### src/rtl/ppu_pkg.sv
// Shared constants and helpers for the tile pixel-processing unit.
// Used by the fetch pipeline and its sync-delay line.
package ppu_pkg;

    localparam int PPU_LAT     = 3;
    localparam int COLOR_W     = 4;
    localparam int GLYPH_W     = 8;
    localparam int CODE_W      = 8;
    localparam int ATTR_FG_LSB = 8;
    localparam int ATTR_BG_LSB = 12;
    localparam int SYNC_W      = 3;

    // Glyph rows are stored MSB-first: pixel 0 is the leftmost, held in bit 7.
    function automatic logic glyph_bit(input logic [GLYPH_W-1:0] row, input logic [2:0] pix);
        return row[3'd7 - pix];
    endfunction

endpackage

### src/rtl/tile_ppu_fetch_if.sv
// Video-port read bus between the tile renderer and its charmap/chardata RAMs.
// Both RAMs return data one cycle after the registered address.
interface tile_ppu_fetch_if #(
    parameter int MAP_AW = 11,
    parameter int MAP_DW = 16,
    parameter int DAT_AW = 11
);

    logic [MAP_AW-1:0] charmap_addr;
    logic [MAP_DW-1:0] charmap_q;
    logic [DAT_AW-1:0] chardat_addr;
    logic [7:0]        chardat_q;

    modport master (
        output charmap_addr,
        output chardat_addr,
        input  charmap_q,
        input  chardat_q
    );

    modport slave (
        input  charmap_addr,
        input  chardat_addr,
        output charmap_q,
        output chardat_q
    );

endinterface

### src/rtl/sync_delay.sv
// Fixed-depth shift register that keeps sync/enable strobes aligned with
// the colour pipeline.
module sync_delay #(
    parameter int DEPTH = 3,
    parameter int WIDTH = 3
) (
    input  logic             clk,
    input  logic             rst,
    input  logic [WIDTH-1:0] d,
    output logic [WIDTH-1:0] q
);

    logic [WIDTH-1:0] pipe_r [DEPTH];

    // Shift the strobes one stage per pixel clock.
    always_ff @(posedge clk or posedge rst) begin
        if (rst) begin
            for (int i = 0; i < DEPTH; i++) begin
                pipe_r[i] <= '0;
            end
        end else begin
            pipe_r[0] <= d;
            for (int i = 1; i < DEPTH; i++) begin
                pipe_r[i] <= pipe_r[i-1];
            end
        end
    end

    assign q = pipe_r[DEPTH-1];

endmodule

### src/rtl/tile_ppu_fetch.sv
// Pixel-rate tile renderer: screen coordinates -> scrolled map fetch -> glyph
// fetch -> 4-bit colour index, with per-tile attributes and a blinking cursor.
module tile_ppu_fetch
    import ppu_pkg::*;
#(
    parameter int               MAP_COLS_LOG2 = 6,
    parameter int               MAP_ROWS_LOG2 = 5,
    parameter int               CHAR_H_LOG2   = 3,
    parameter int               ATTR_EN       = 1,
    parameter logic [COLOR_W-1:0] DEF_FG      = 4'hF,
    parameter logic [COLOR_W-1:0] DEF_BG      = 4'h0,
    parameter int               BLINK_LOG2    = 4
) (
    input  logic                                 clk,
    input  logic                                 rst,
    input  logic [9:0]                           x_in,
    input  logic [9:0]                           y_in,
    input  logic                                 de_in,
    input  logic                                 hs_in,
    input  logic                                 vs_in,
    input  logic [MAP_COLS_LOG2+2:0]             scroll_x,
    input  logic [MAP_ROWS_LOG2+CHAR_H_LOG2-1:0] scroll_y,
    input  logic                                 cur_en,
    input  logic [MAP_COLS_LOG2-1:0]             cur_col,
    input  logic [MAP_ROWS_LOG2-1:0]             cur_row,
    tile_ppu_fetch_if.master                     mem,
    output logic [COLOR_W-1:0]                   color,
    output logic                                 de_out,
    output logic                                 hs_out,
    output logic                                 vs_out
);

    localparam int SX_W   = MAP_COLS_LOG2 + 3;
    localparam int SY_W   = MAP_ROWS_LOG2 + CHAR_H_LOG2;
    localparam int MAP_AW = MAP_COLS_LOG2 + MAP_ROWS_LOG2;
    localparam int DAT_AW = CODE_W + CHAR_H_LOG2;

    logic [SX_W-1:0]         shadow_x_r;
    logic [SY_W-1:0]         shadow_y_r;
    logic                    vs_prev_r;
    logic [BLINK_LOG2:0]     frame_cnt_r;
    logic                    vs_rise_s;

    logic [SX_W-1:0]         sx_s;
    logic [SY_W-1:0]         sy_s;
    logic                    hit_s;

    logic [MAP_AW-1:0]       charmap_addr_r;
    logic [CHAR_H_LOG2-1:0]  line0_r;
    logic [2:0]              pix0_r;
    logic                    hit0_r;
    logic                    de0_r;

    logic [DAT_AW-1:0]       chardat_addr_r;
    logic [COLOR_W-1:0]      fg1_r;
    logic [COLOR_W-1:0]      bg1_r;
    logic [2:0]              pix1_r;
    logic                    hit1_r;
    logic                    de1_r;

    logic [COLOR_W-1:0]      fg_s;
    logic [COLOR_W-1:0]      bg_s;
    logic                    bit_s;
    logic                    inv_s;
    logic [COLOR_W-1:0]      color_r;
    logic [SYNC_W-1:0]       sync_q_s;
    logic                    unused_s;

    assign vs_rise_s = vs_in & ~vs_prev_r;

    // Frame-rate state: scroll shadows and blink counter move only at vsync rise.
    always_ff @(posedge clk or posedge rst) begin
        if (rst) begin
            vs_prev_r   <= 1'b0;
            shadow_x_r  <= '0;
            shadow_y_r  <= '0;
            frame_cnt_r <= '0;
        end else begin
            vs_prev_r <= vs_in;
            if (vs_rise_s) begin
                shadow_x_r  <= scroll_x;
                shadow_y_r  <= scroll_y;
                frame_cnt_r <= frame_cnt_r + (BLINK_LOG2+1)'(1);
            end else begin
                shadow_x_r  <= shadow_x_r;
                shadow_y_r  <= shadow_y_r;
                frame_cnt_r <= frame_cnt_r;
            end
        end
    end

    // Scrolled map-space position; truncation gives wrap-around for free.
    always_comb begin
        sx_s  = x_in[SX_W-1:0] + shadow_x_r;
        sy_s  = y_in[SY_W-1:0] + shadow_y_r;
        hit_s = cur_en
              & (sx_s[SX_W-1:3] == cur_col)
              & (sy_s[SY_W-1:CHAR_H_LOG2] == cur_row);
    end

    // Stage 0: issue the tile-map read.
    always_ff @(posedge clk or posedge rst) begin
        if (rst) begin
            charmap_addr_r <= '0;
            line0_r        <= '0;
            pix0_r         <= '0;
            hit0_r         <= 1'b0;
            de0_r          <= 1'b0;
        end else begin
            charmap_addr_r <= {sy_s[SY_W-1:CHAR_H_LOG2], sx_s[SX_W-1:3]};
            line0_r        <= sy_s[CHAR_H_LOG2-1:0];
            pix0_r         <= sx_s[2:0];
            hit0_r         <= hit_s;
            de0_r          <= de_in;
        end
    end

    generate
        if (ATTR_EN != 0) begin : g_attr
            assign fg_s = mem.charmap_q[ATTR_FG_LSB +: COLOR_W];
            assign bg_s = mem.charmap_q[ATTR_BG_LSB +: COLOR_W];
        end else begin : g_fixed
            assign fg_s = DEF_FG;
            assign bg_s = DEF_BG;
        end
    endgenerate

    // Stage 1: turn the tile code into a glyph-row read and latch its colours.
    always_ff @(posedge clk or posedge rst) begin
        if (rst) begin
            chardat_addr_r <= '0;
            fg1_r          <= '0;
            bg1_r          <= '0;
            pix1_r         <= '0;
            hit1_r         <= 1'b0;
            de1_r          <= 1'b0;
        end else begin
            chardat_addr_r <= {mem.charmap_q[CODE_W-1:0], line0_r};
            fg1_r          <= fg_s;
            bg1_r          <= bg_s;
            pix1_r         <= pix0_r;
            hit1_r         <= hit0_r;
            de1_r          <= de0_r;
        end
    end

    // Cursor inversion uses the live blink phase at pixel-output time.
    always_comb begin
        bit_s = glyph_bit(mem.chardat_q, pix1_r);
        inv_s = hit1_r & frame_cnt_r[BLINK_LOG2];
    end

    // Stage 2: pick foreground or background, blanked outside the active area.
    always_ff @(posedge clk or posedge rst) begin
        if (rst) begin
            color_r <= '0;
        end else if (!de1_r) begin
            color_r <= '0;
        end else if (bit_s ^ inv_s) begin
            color_r <= fg1_r;
        end else begin
            color_r <= bg1_r;
        end
    end

    sync_delay #(
        .DEPTH (PPU_LAT),
        .WIDTH (SYNC_W)
    ) u_sync_delay (
        .clk (clk),
        .rst (rst),
        .d   ({hs_in, vs_in, de_in}),
        .q   (sync_q_s)
    );

    assign mem.charmap_addr = charmap_addr_r;
    assign mem.chardat_addr = chardat_addr_r;
    assign color            = color_r;
    assign hs_out           = sync_q_s[2];
    assign vs_out           = sync_q_s[1];
    assign de_out           = sync_q_s[0];

    assign unused_s = ^{x_in[9:SX_W], y_in[9:SY_W]};

endmodule

### src/flat_wrapper.sv
// flat-port wrapper written by rule: the top's interface ports become plain ports
module tile_ppu_fetch_flat import ppu_pkg::*;
#(
    parameter int               MAP_COLS_LOG2 = 6,
    parameter int               MAP_ROWS_LOG2 = 5,
    parameter int               CHAR_H_LOG2   = 3,
    parameter int               ATTR_EN       = 1,
    parameter logic [COLOR_W-1:0] DEF_FG      = 4'hF,
    parameter logic [COLOR_W-1:0] DEF_BG      = 4'h0,
    parameter int               BLINK_LOG2    = 4
)
  (clk, rst, x_in, y_in, de_in, hs_in, vs_in, scroll_x, scroll_y, cur_en, cur_col, cur_row, color, de_out, hs_out, vs_out, mem_charmap_addr, mem_chardat_addr, mem_charmap_q, mem_chardat_q);
  tile_ppu_fetch_if mem_i ();
  input  logic clk;
  input  logic rst;
  input  logic [9:0] x_in;
  input  logic [9:0] y_in;
  input  logic de_in;
  input  logic hs_in;
  input  logic vs_in;
  input  logic [MAP_COLS_LOG2+2:0] scroll_x;
  input  logic [MAP_ROWS_LOG2+CHAR_H_LOG2-1:0] scroll_y;
  input  logic cur_en;
  input  logic [MAP_COLS_LOG2-1:0] cur_col;
  input  logic [MAP_ROWS_LOG2-1:0] cur_row;
  output logic [COLOR_W-1:0] color;
  output logic de_out;
  output logic hs_out;
  output logic vs_out;
  output wire logic [$bits(mem_i.charmap_addr)-1:0] mem_charmap_addr;
  output wire logic [$bits(mem_i.chardat_addr)-1:0] mem_chardat_addr;
  input wire logic [$bits(mem_i.charmap_q)-1:0] mem_charmap_q;
  input wire logic [$bits(mem_i.chardat_q)-1:0] mem_chardat_q;
  assign mem_charmap_addr = mem_i.charmap_addr;
  assign mem_chardat_addr = mem_i.chardat_addr;
  assign mem_i.charmap_q = mem_charmap_q;
  assign mem_i.chardat_q = mem_chardat_q;
  tile_ppu_fetch #(.MAP_COLS_LOG2(MAP_COLS_LOG2), .MAP_ROWS_LOG2(MAP_ROWS_LOG2), .CHAR_H_LOG2(CHAR_H_LOG2), .ATTR_EN(ATTR_EN), .DEF_FG(DEF_FG), .DEF_BG(DEF_BG), .BLINK_LOG2(BLINK_LOG2)) u_core (.clk(clk), .rst(rst), .x_in(x_in), .y_in(y_in), .de_in(de_in), .hs_in(hs_in), .vs_in(vs_in), .scroll_x(scroll_x), .scroll_y(scroll_y), .cur_en(cur_en), .cur_col(cur_col), .cur_row(cur_row), .mem(mem_i), .color(color), .de_out(de_out), .hs_out(hs_out), .vs_out(vs_out));
endmodule
### config.mk
export PLATFORM = sky130hd
export DESIGN_NAME = tile_ppu_fetch_flat
export DESIGN_NICKNAME = d
export VERILOG_FILES = /design/src/rtl/ppu_pkg.sv /design/src/rtl/tile_ppu_fetch_if.sv /design/src/rtl/sync_delay.sv /design/src/rtl/tile_ppu_fetch.sv /design/src/flat_wrapper.sv
export SDC_FILE = /design/constraint.sdc
export NUM_CORES = 1
export LEC_CHECK = 0
export CAP_MARGIN = 5
export CORE_UTILIZATION = 35
export CTS_CLUSTER_DIAMETER = 60
export DETAILED_ROUTE_END_ITERATION = 8
export MAX_ROUTING_LAYER = met4
export PLACE_DENSITY = 0.68
export RECOVER_POWER = 50
export SLEW_MARGIN = 10
export SYNTH_ARGS = -nofsm -noshare
export SYNTH_HDL_FRONTEND = slang
export SYNTH_SLANG_ARGS = --single-unit
### constraint.sdc
create_clock -name clk -period 3 [get_ports clk]
set_input_delay 0.3 -clock clk [delete_from_list [all_inputs] [get_ports clk]]
set_output_delay 0.3 -clock clk [all_outputs]
set_load 0.005 [all_outputs]
==> results.md <==
* Synth async-reset ratio at 100%
* PwrDens at 642 nW/um^2
* Fin. Hold Viols at 0
* WL/cell at 14.3 um
* Post-route clock period utilization at 80.7%
* CP Cell Sequence: clkdlybuf4s50_1 -> ha_1 -> a211oi_2 -> nor3_1 -> mux2_2 -> a2111oi_0 -> nand4_1 -> nor4_2
* Largest net degree at the start of global routing at 45
* Layout cells sized above 1 at 11.2%
* Final #Nets at 493
* Skew final at 7.99 ps
* Filler instances at 900
* Dpl hpwl at 5820 um
* Top post-synthesis cells by area: dfrtp_1, mux2_2, ha_1, xnor2_1, nor2_1
* Total routed wirelength at 7630 um
* Library cells used by synthesis at 52
* H-tree lvl count at 3
* Total track usage at 16.3%
* Port Buf Inserts at 103
* Most frequent cell after synthesis: dfrtp_1
* Reg clk slew, reported paths at 80 ps
* Period minus WS final at 2420 ps
* Post-synth top cells: dfrtp_1, nor2_1, mux2_2
* CP Class: primary input to flip-flop
* Placement Cell Area at 4690 um^2
* Via Count at 2,554
* Worst endpoint required time at 3270 ps
* Worst setup margin at 580 ps
* Synth-to-layout area growth at 40.6%
* Cells after Synth at 287
* Status: complete, but fails checks
* Setup Fix Bufs, Post-CTS at 0
* Setup TNS Final at 0 ps
* Leading register cell type out of synthesis: dfrtp_1
* DRT Pass-1 Iters at 4
* Via/cell ratio at 4.77
* Pleak at 2.06 nW
* Final slew viol count at 45
* Worst slew pin tran at 1830 ps
* Die width at 102 um
* Number of synthesized register bits at 76
* Cell Rows at 36
* Hold Path Class: flip-flop to flip-flop
* Vias in the first global route at 2,555
* Fmax at 0.413 GHz
* Initial antenna violation count at 0
* Post-CTS Hold Fix Bufs at 0
* Final setup vio count at 0
* Synth top area share at 54.5%
* Starting Density at 35.9%
* Ports at 107
* Crit path DAT at 2690 ps
* Clock sink total at 76
* Slowest cell on crit path: a2111oi_0
* Slowest stage delay, CP at 480 ps
* Cell type with the highest aggregate area in the netlist: dfrtp_1
* Die Area at 10,400 um^2
* Pre-CTS setup slack at 226 ps
* Die Span Y at 102 um
* Ys Warns at 0
* DRC viols at 0
* Clk buf depth at 2
* Final antenna-violating net count at 0
* Max-Cap Viols at 1
* TritonCTS clock tree: yes
* Ant. Diodes at 0
* Hold slack final at 351 ps
* Core ar. at 9730 um^2
* Gpl congestion at 0.867
* Slew margin rel. at -22.5%
* Crit path max fanout at 3
* Maximum VDD drop at 237 uV
* Cell area after layout at 4900 um^2
* Number of DRC markers in iteration 0 at 85
* Crit start category: primary input
* CP top delay family: simple AND/OR/NAND/NOR gates
* Worst setup EP type: flip-flop
* Post-cts sizing count at 0
* Power consumption at 3.15 mW
* Clock root buffer: clkbuf_8
* TritonCTS buffer count at 9
* Sequential cell area fraction in the yosys report at 54.5%
* Synthesized area per cell at 12.2 um^2
* Bufs and invs on worst path at 1
* Worst-skew pair later-pin latency at 350 ps
* First-pass GRT wire length at 12,200 um
* Synth Cell Area at 3490 um^2
* Unrepaired setup endpoints after global routing: no
* Failing checks: max-capacitance violations, max-slew violations
* Post-synth net total at 383
* GR Overflow Total at 0
* EDFF count, synth at 0
[layout by cell type (no fill, tap or decap), drive strengths merged, types with 3 or more instances in the layout]
cell type      instances
clkdlybuf4s50         83
dfrtp                 76
nor2                  24
dlygate4sd3           20
mux2                  18
xnor2                 16
ha                    16
clkbuf                12
inv                   11
xor2                  10
a21oi                 10
nand2                  8
nor3                   8
nor2b                  7
o21ai                  6
nand3                  5
mux2i                  5
nand4                  4
nor3b                  4
nand2b                 3
a21o                   3
and2                   3
o211ai                 3
buf                    3
a211oi                 3
nor4                   3
clkinvlp               3
[per-stage QoR]
| step | cells | util [%] |
|---|---|---|
| 5_1_grt | 535 | 50.4 |
| 3_5_place_dp | 519 | 48.2 |
| 4_1_cts | 535 | 50.5 |
| 3_3_place_gp | 519 | 48.2 |
| 6_report | 535 | 50.4 |
| 2_1_floorplan | 287 | - |
[layout make-up]
cell class	instances	area (um^2)	area share, %
clock buffers	9	124	2.53
well taps	133	166	3.39
flip-flops and latches	76	1900	38.8
multi-input cells	190	1500	30.7
repair buffers	109	1060	21.7
clock inverters	7	100	2.04
inverters	11	42.5	0.868
[cells by family (layout without fill, tap and decap cells)]
family	after synthesis	after routing	share of synthesized area, %
and+or+nand+nor	77	77	11.6
DFF	76	76	54.5
AOI/OAI and AO/OA	43	43	8.79
xor gates and xnor gates	27	27	7.21
muxes	25	25	8.54
buffers and inverters	21	136	2.44
adders and majority gates	18	18	6.89
[registers in the layout, summed over array words and instances (netlist names)]
name,flops
u_core.bg1_r,4
u_core.color,4
u_core.fg1_r,4
u_core.frame_cnt_r,5
u_core.hit0_r,1
u_core.hit1_r,1
u_core.line0_r,3
u_core.mem.chardat_addr,11
u_core.mem.charmap_addr,11
u_core.pix0_r,3
u_core.pix1_r,3
u_core.shadow_x_r,9
u_core.shadow_y_r,8
u_core.u_sync_delay.pipe_r,6
u_core.u_sync_delay.q,3
[final timing paths]
path / start / to / slack, ps / cells after the start
max: x_in[1] / u_core.hit0_r / 580 / 8
max reg2reg: u_core.shadow_x_r[1] / u_core.hit0_r / 580 / 7
min: u_core.u_sync_delay.pipe_r[5] / u_core.u_sync_delay.q[2] / 350 / 0
min in group asynchronous: rst / u_core.mem.chardat_addr[9] / 860 / 2
max in group asynchronous: rst / u_core.mem.charmap_addr[5] / 930 / 3
min reg2reg: u_core.u_sync_delay.pipe_r[5] / u_core.u_sync_delay.q[2] / 350 / 0
[layer usage]
layer | GRT usage [%] | vias up | part of all wire, %
met5 | - | - | 0
met4 | 7.58 | 0 | 1.9
met3 | 3.90 | 15 | 6.5
met2 | 24.7 | 98 | 45
met1 | 20.5 | 1209 | 47
li1 | - | 1232 | -
[report_power, final]
part	switching [mW]	total, mW	internal [mW]
Clock	0.398	0.871	0.474
Sequential	0.0888	1.31	1.22
Combinational	0.426	0.966	0.540
(Power assumes the default switching activity.)
